File: src/rtl/res_writeback.sv
// rtl/res_writeback.sv - dp result row buffer and lane serialiser into the result SRAM (option: RES_WB_RELU_EN)
module res_writeback #(
  parameter int RES_W = 16,
  parameter int LANES = 8,
  parameter int DEPTH = 4704,
  parameter int AW    = 13
) (
  input  logic                   ck,
  input  logic                   rst_n,
  input  logic                   i_clr,
  input  logic                   i_valid,
  input  logic [RES_W*LANES-1:0] i_data,
  output logic                   o_wr_en,
  output logic [AW-1:0]          o_wr_addr,
  output logic [RES_W-1:0]       o_wr_data,
  input  logic                   i_wr_ready,
  output logic                   o_full,
  output logic                   o_ovf,
  output logic                   o_done
);

  localparam int LW = (LANES > 1) ? $clog2(LANES) : 1;

  typedef enum logic {IDLE, DRAIN} state_t;

  state_t                 state, state_nx;
  logic [RES_W*LANES-1:0] row_mem [2];
  logic                   wr_ptr, rd_ptr;
  logic [1:0]             count, count_nx;
  logic [LW-1:0]          lane_ptr;
  logic [AW-1:0]          addr;
  logic                   done, ovf;
  logic                   beat, last_lane, pop, push, done_set;
  logic [RES_W-1:0]       head_lane [LANES];
  logic [RES_W-1:0]       raw, lane_out;

  // Beat/pop/push decisions and next count/state, all from registered state
  always_comb begin
    beat      = (state == DRAIN) && i_wr_ready;
    last_lane = (lane_ptr == LW'(LANES - 1));
    pop       = beat && last_lane;
    done_set  = beat && (addr == AW'(DEPTH - 1));
    // A retiring row frees its slot in the same cycle, so a full buffer can still accept
    push      = i_valid && !done && ((count != 2'd2) || pop);
    count_nx  = count;
    if (push && !pop)
      count_nx = count + 2'd1;
    else if (pop && !push)
      count_nx = count - 2'd1;
    // Rows still buffered after the last layer beat are discarded
    if (done_set)
      count_nx = 2'd0;
    // Looking at the next count lets a fresh row start draining on the very next cycle
    state_nx = ((count_nx != 2'd0) && !done && !done_set) ? DRAIN : IDLE;
  end

  // Control state: FSM, FIFO pointers, lane/address counters, sticky flags
  always_ff @(posedge ck or negedge rst_n) begin
    if (!rst_n) begin
      state    <= IDLE;
      wr_ptr   <= 1'b0;
      rd_ptr   <= 1'b0;
      count    <= 2'd0;
      lane_ptr <= '0;
      addr     <= '0;
      done     <= 1'b0;
      ovf      <= 1'b0;
    end else if (i_clr) begin
      state    <= IDLE;
      wr_ptr   <= 1'b0;
      rd_ptr   <= 1'b0;
      count    <= 2'd0;
      lane_ptr <= '0;
      addr     <= '0;
      done     <= 1'b0;
      ovf      <= 1'b0;
    end else begin
      state <= state_nx;
      count <= count_nx;
      if (push)
        wr_ptr <= ~wr_ptr;
      if (pop)
        rd_ptr <= ~rd_ptr;
      if (beat) begin
        lane_ptr <= last_lane ? '0 : lane_ptr + LW'(1);
        if (!done_set)
          addr <= addr + AW'(1);
      end
      if (done_set)
        done <= 1'b1;
      if (i_valid && !push)
        ovf <= 1'b1;
    end
  end

  // Row storage carries no reset; occupancy is tracked by count alone
  always_ff @(posedge ck) begin
    if (push && !i_clr)
      row_mem[wr_ptr] <= i_data;
  end

  // Slice the head row into lanes, lane 0 in the most significant slice
  always_comb begin
    for (int k = 0; k < LANES; k++)
      head_lane[k] = row_mem[rd_ptr][RES_W*(LANES-k)-1 -: RES_W];
  end

  // Output mux with optional clamp of negative lanes to zero
  always_comb begin
    raw = head_lane[lane_ptr];
`ifdef RES_WB_RELU_EN
    lane_out = raw[RES_W-1] ? '0 : raw;
`else
    lane_out = raw;
`endif
  end

  assign o_wr_en   = (state == DRAIN);
  assign o_wr_addr = addr;
  assign o_wr_data = (state == DRAIN) ? lane_out : '0;
  assign o_full    = (count == 2'd2);
  assign o_ovf     = ovf;
  assign o_done    = done;

endmodule

File: config.mk
export PLATFORM = sky130hd
export DESIGN_NAME = res_writeback
export DESIGN_NICKNAME = d
export VERILOG_FILES = /design/src/rtl/res_writeback.sv
export SDC_FILE = /design/constraint.sdc
export NUM_CORES = 1
export LEC_CHECK = 0
export CAP_MARGIN = 15
export CORE_UTILIZATION = 50
export CTS_CLUSTER_SIZE = 20
export DETAILED_ROUTE_END_ITERATION = 6
export DONT_BUFFER_PORTS = 1
export HOLD_SLACK_MARGIN = 0.03
export PLACE_DENSITY = 0.77
export SLEW_MARGIN = 0
export SYNTH_ARGS = -nofsm -noshare
export SYNTH_HDL_FRONTEND = slang
export SYNTH_SLANG_ARGS = --single-unit
File: constraint.sdc
create_clock -name ck -period 18.78 [get_ports ck]
set_clock_uncertainty 0.2 [all_clocks]
set_input_delay 0.939 -clock ck [delete_from_list [all_inputs] [get_ports ck]]
set_output_delay 0.939 -clock ck [all_outputs]
set_load 0.05 [all_outputs]
### After elaboration in Yosys (flattened, before gate mapping)

Memories as Yosys holds them, arrays and structs flattened.
Index checks and enable logic that the tools add are counted.
W data, S select, Z words.

| word-level totals | value |
|---|---|
| bits in registers | 23 |
| bits in writable memories | 256 |
| input bits | 133 |
| output and inout bits | 33 |
| memories | 1 |

| operators by class | value |
|---|---|
| add/subtract/negate cells | 4 |
| $lt $le $gt $ge | 1 |
| equality and inequality tests | 5 |
| multiplexer cells | 26 |
| bitwise logic cells | 3 |
| reductions and logical operators | 24 |

Memory list:

| memory | depth | bits a word | rd ports | clocked after Yosys merged registers in | wr ports | line | text |
|---|---|---|---|---|---|---|---|
| row_mem | 2 | 128 | 1 | 0 | 1 | 27 | `logic [RES_W*LANES-1:0] row_mem [2];` |

Operators by type and width:

| kind | count |
|---|---|
| $bmux W16 S3 | 1 |
| $mux W16 | 3 |
| $mux W13 | 3 |
| $add A13 B1 Y13 const B | 1 |
| $eq A13 B13 Y1 const B | 1 |
| $mux W1 | 12 |
| $reduce_bool A2 Y1 | 6 |
| $logic_and A1 B1 Y1 | 11 |
| $mux W3 | 3 |
| $mux W2 | 4 |
| $logic_not A1 Y1 | 5 |
| $ge A4 B4 Y1 const B | 1 |
| $ne A2 B2 Y1 const B | 2 |
| $not A3 Y4 | 1 |
| $add A3 B1 Y3 const B | 1 |
| $eq A3 B3 Y1 const B | 1 |
| $add A2 B1 Y2 const B | 1 |
| $eq A2 B2 Y1 const B | 1 |
| $not A1 Y1 | 2 |
| $reduce_and A2 Y1 | 1 |
| $sub A2 B1 Y2 const B | 1 |
| $logic_or A1 B1 Y1 | 1 |

### Depth between registers and ports, before layout

| depth | value |
|---|---|
| word-level depth | 14 |
| gate-level depth with buffers | 7 |
| gate-level depth less buffers | 6 |

### Least setup slack after synthesis

Ideal clock, no wire load.

| timing | value |
|---|---|
| kind | input -> register |
| start point | input i_clr |
| end point | memory row_mem[1][0] (netlist bit), enable pin |
| library setup time | 798 ps |
| data arrival time | 10640 ps |
| data required time | 17782 ps |
| slack | 7141 ps |
| cell stages on the path | 3 |
| path buffers | 2 |
| path through | clkbuf_1 > clkbuf_1 > nor3b_1 |

| between the ends | value |
|---|---|
| cells in the longest elaborated chain, start to end | 4 |

Ends and longest elaborated chain:

| item | line | text |
|---|---|---|
| from (decl) | 10 | `input logic i_clr,` |
| $logic_not A1 Y1 | 98 | `if (push && !i_clr)` |
| $logic_and A1 B1 Y1 | 98 |  |
| $mux W1 | 98 |  |
| $mux W1 (not written as such) | 99 | `row_mem[wr_ptr] <= i_data;` |
| to (decl) | 27 |  |

Every way passes these cells.

### Worst setup path after layout

| timing | value |
|---|---|
| start point | register rd_ptr |
| end point | output o_wr_data[3] |

| between the ends | value |
|---|---|
| cells in the longest elaborated chain, start to end | 5 |

Ends and longest elaborated chain:

| item | line | text |
|---|---|---|
| from (decl) | 28 | `logic wr_ptr, rd_ptr;` |
| from (signal assigned) | 83 | `rd_ptr <= ~rd_ptr;` |
| $mem_v2 Z2 W128 | n/a |  |
| $bmux W16 S3 | 110 | `raw = head_lane[lane_ptr];` |
| $mux W16 (not written as such) (2 in a row) | 110 |  |
| $mux W16 | 120 | `assign o_wr_data = (state == DRAIN) ? lane_out : '0;` |
| to (decl) | 15 | `output logic [RES_W-1:0] o_wr_data,` |

Every way passes these cells. The select of a mux whose other input is x is not followed.

==> impl_metrics.yaml <==
timing:
  hold_violations: 0
  setup_viol: 0
  grt_setup_unrepaired: "no"
  fin_crit_sh: 0.251
  drv_slew: 0
  finalCriticalPeriod_ns: 4.72
  fin_tns_setup_ns: 0
  setup_slack_ns: 14.06
  timing.fmax_mhz: 212
  slew_headroom: 0.230
  worstMarginPinSlew_ns: 1.15
  whs_ns: 0.249
cells_and_area:
  multi_input_area_um2: 2620
  finalNetCount: 707
  drive_gt1_frac: 0.197
  final-seq-area_um2: 8270
  final_util: 0.573
  postLayoutCellArea_um2: 12200
  nFillCells: 1526
  diodes: 0
  fin_cells: 865
  area_growth_syn_to_layout_pct: 10.8
worst_setup_path:
  end_kind: "primary output"
  r2r_setup_slack_ns: 14.52
  worstPathCellList: "buf_4, mux4_2, mux2i_1, o22ai_1"
  reg2reg_to: "row_mem[1][60]"
  worst-r2r-cell-count: 8
  reg2reg_from: "lane_ptr[0]"
  required_ns: 17.64
  cp-start-kind: "flop"
  worst-endpoint-arrival_ns: 3.58
  cpPeakStageDelay_ns: 0.92
  cp_max_fo: 37
  criticalPathCategory: "flop to primary output"
  cpMaxStageDelayCell: "o22ai_1"
place:
  dp_slack_ns: 14.49
  routabilityCongestion: 0.779
  placed_cells: 812
  io_buffers: 0
  dpl.hpwl_um: 13600
  placedInstanceArea_um2: 11300
clock_network:
  clock_path_buffers: 3
  root_buffer: "clkbuf_16"
  cts_sinks: 279
  cts_tree: "done"
  h-tree-depth: 1
  clkTransAtPathRegs_ns: 0.06
  cts_setup_buffers: 0
  clock_latency_ns: 0.55
  numCtsBuffers: 29
floorplanning:
  die_h_um: 150
  core_um2: 21300
  die_x_um: 150
  initial_utilization: 0.517
  num_io_pins: 166
  die-area_um2: 22600
  rows: 53
detailed_routing:
  vias: 5259
  drt-pass1-iter-count: 4
  via_per_inst: 6.08
  ant_nets: 0
  drc: 0
  wl_um: 20800
  drt_iter0_drc: 306
  drt-wirelength-per-cell_um: 24.1
global_routing:
  grt_pass1_vias: 5587
  grt_max_degree: 76
  grt_pass1_wl_um: 31800
  antenna_found_initial: 0
  grt_overflow: 0
  gr-usage-all-layers: 0.190
power:
  vdd_ir_drop_max_uv: 97.6
  power.leakage_nw: 3.79
  power_mw: 1.44
  powerDensity_nw_per_um2: 118
synthesis:
  yosysSeqAreaShare: 0.751
  syn_inst: 558
  synthArstFlopShare: 0.0824
  syn-num-nets: 695
  synth.distinct_cells: 44
  syn-cell-area_um2: 11000
  synth_edf_count: 256
  synth_flop_cell: "edfxtp_1"
  ys_warn_count: 0
  ys_ff_latch: 279
  avgSynthCellArea_um2: 19.7
status:
  status: "completed"
run:
  drv_cap: 0
worst_hold_path:
  min_from: "i_clr"
  hold_end: "o_wr_addr[2]"
  hp-class: "input pin to flop"
  hold_path_depth: 1
final cells by class:
cell class / count / area share
sequential: 279 / 0.679
multi-input combinational: 249 / 0.215
tap: 275 / 0.0282
clock inverter: 16 / 0.0103
clock buffer: 35 / 0.0614
inverter: 3 / 0.000924
timing repair buffer: 8 / 0.00575
report_power, final:
part           internal, mW  switching [mW]  leakage (nW)  total, mW
registers             0.742          0.0243          2.65      0.766
clock network         0.298           0.227         0.424      0.525
logic                0.0487           0.103         0.713      0.152
Yosys cell counts, types with 4 or more instances:
| cell type | instances | area, um2 |
|---|---|---|
| nor2b_1 | 5 | 31.3 |
| dfrtp_1 | 23 | 576 |
| mux4_2 | 57 | 1280 |
| a21oi_1 | 8 | 40.0 |
| o22ai_1 | 9 | 56.3 |
| nand2_1 | 28 | 105 |
| ha_1 | 4 | 50.1 |
| nand3_1 | 8 | 40.0 |
| o211ai_1 | 7 | 52.6 |
| xnor2_1 | 6 | 52.6 |
| a32oi_1 | 7 | 61.3 |
| nor2_1 | 23 | 86.3 |
| nor3_1 | 5 | 25.0 |
| clkbuf_1 | 15 | 56.3 |
| nand4_1 | 10 | 62.6 |
| buf_2 | 9 | 45.0 |
| o21ai_0 | 4 | 20.0 |
| edfxtp_1 | 256 | 7690 |
| mux2i_1 | 35 | 350 |
cells in the final DEF, fill, tap and decap left out, drive strengths merged, types with 7 or more instances in the layout:
| cell | count |
|---|---|
| o211ai | 7 |
| nand2 | 28 |
| clkbuf | 35 |
| mux4 | 57 |
| clkinv | 11 |
| edfxtp | 256 |
| o22ai | 9 |
| buf | 7 |
| dfrtp | 23 |
| a32oi | 7 |
| nand4 | 10 |
| nor2 | 23 |
| a21oi | 8 |
| nand3 | 8 |
| mux2i | 35 |
cells by family (layout without fill, tap and decap cells):
| kind of cell | count (synthesis) | count (layout) | share of synthesized area |
|---|---|---|---|
| muxes | 95 | 95 | 0.152 |
| xor gates and xnor gates | 8 | 8 | 0.00637 |
| DFF | 279 | 279 | 0.751 |
| AOI/OAI and AO/OA | 41 | 41 | 0.0267 |
| adders and majority gates | 4 | 4 | 0.00455 |
| and+or+nand+nor | 101 | 101 | 0.0476 |
| buffers and inverters | 30 | 62 | 0.0113 |
critical path: cells and delay by family (launching register included):
family / cells / cell delay (ns)
AO/OA/AOI/OAI: 1 / 0.92
multiplexers: 2 / 0.49
buffers and inverters: 1 / 0.68
flip-flops: 1 / 0.87
metal layers:
layer,part of all wire,global-route usage,wire [um]
met1,0.36,0.220,7420
met2,0.50,0.313,10400
met3,0.12,0.0936,2510
met4,0.025,0.0561,517
met5,0,0,0
registers in the layout (all words and copies together), names as in the netlist:
name       cells
o_done         1
count          2
o_wr_addr     13
wr_ptr         1
lane_ptr       3
rd_ptr         1
o_wr_en        1
row_mem      256
o_ovf          1
worst max path at each step:
| stage | from | endpoint | slack, ns | cells after the start |
|---|---|---|---|---|
| 2_1_floorplan | i_clr | row_mem[1][0] | 7.14 | 3 |
| 3_3_place_gp | rd_ptr | o_wr_data[3] | 14.60 | 4 |
| 3_5_place_dp | lane_ptr[0] | row_mem[1][22] | 14.49 | 8 |
| 4_1_cts | rd_ptr | o_wr_data[3] | 14.01 | 4 |
| 5_1_grt | rd_ptr | o_wr_data[6] | 13.86 | 4 |
| 6_report | rd_ptr | o_wr_data[3] | 14.06 | 4 |
timing repair:
item,CTS,global route
resized for setup,0,0
endpoints found under the hold margin,23,0
hold buffers,1,0
Power figures use the tool's default switching activity.
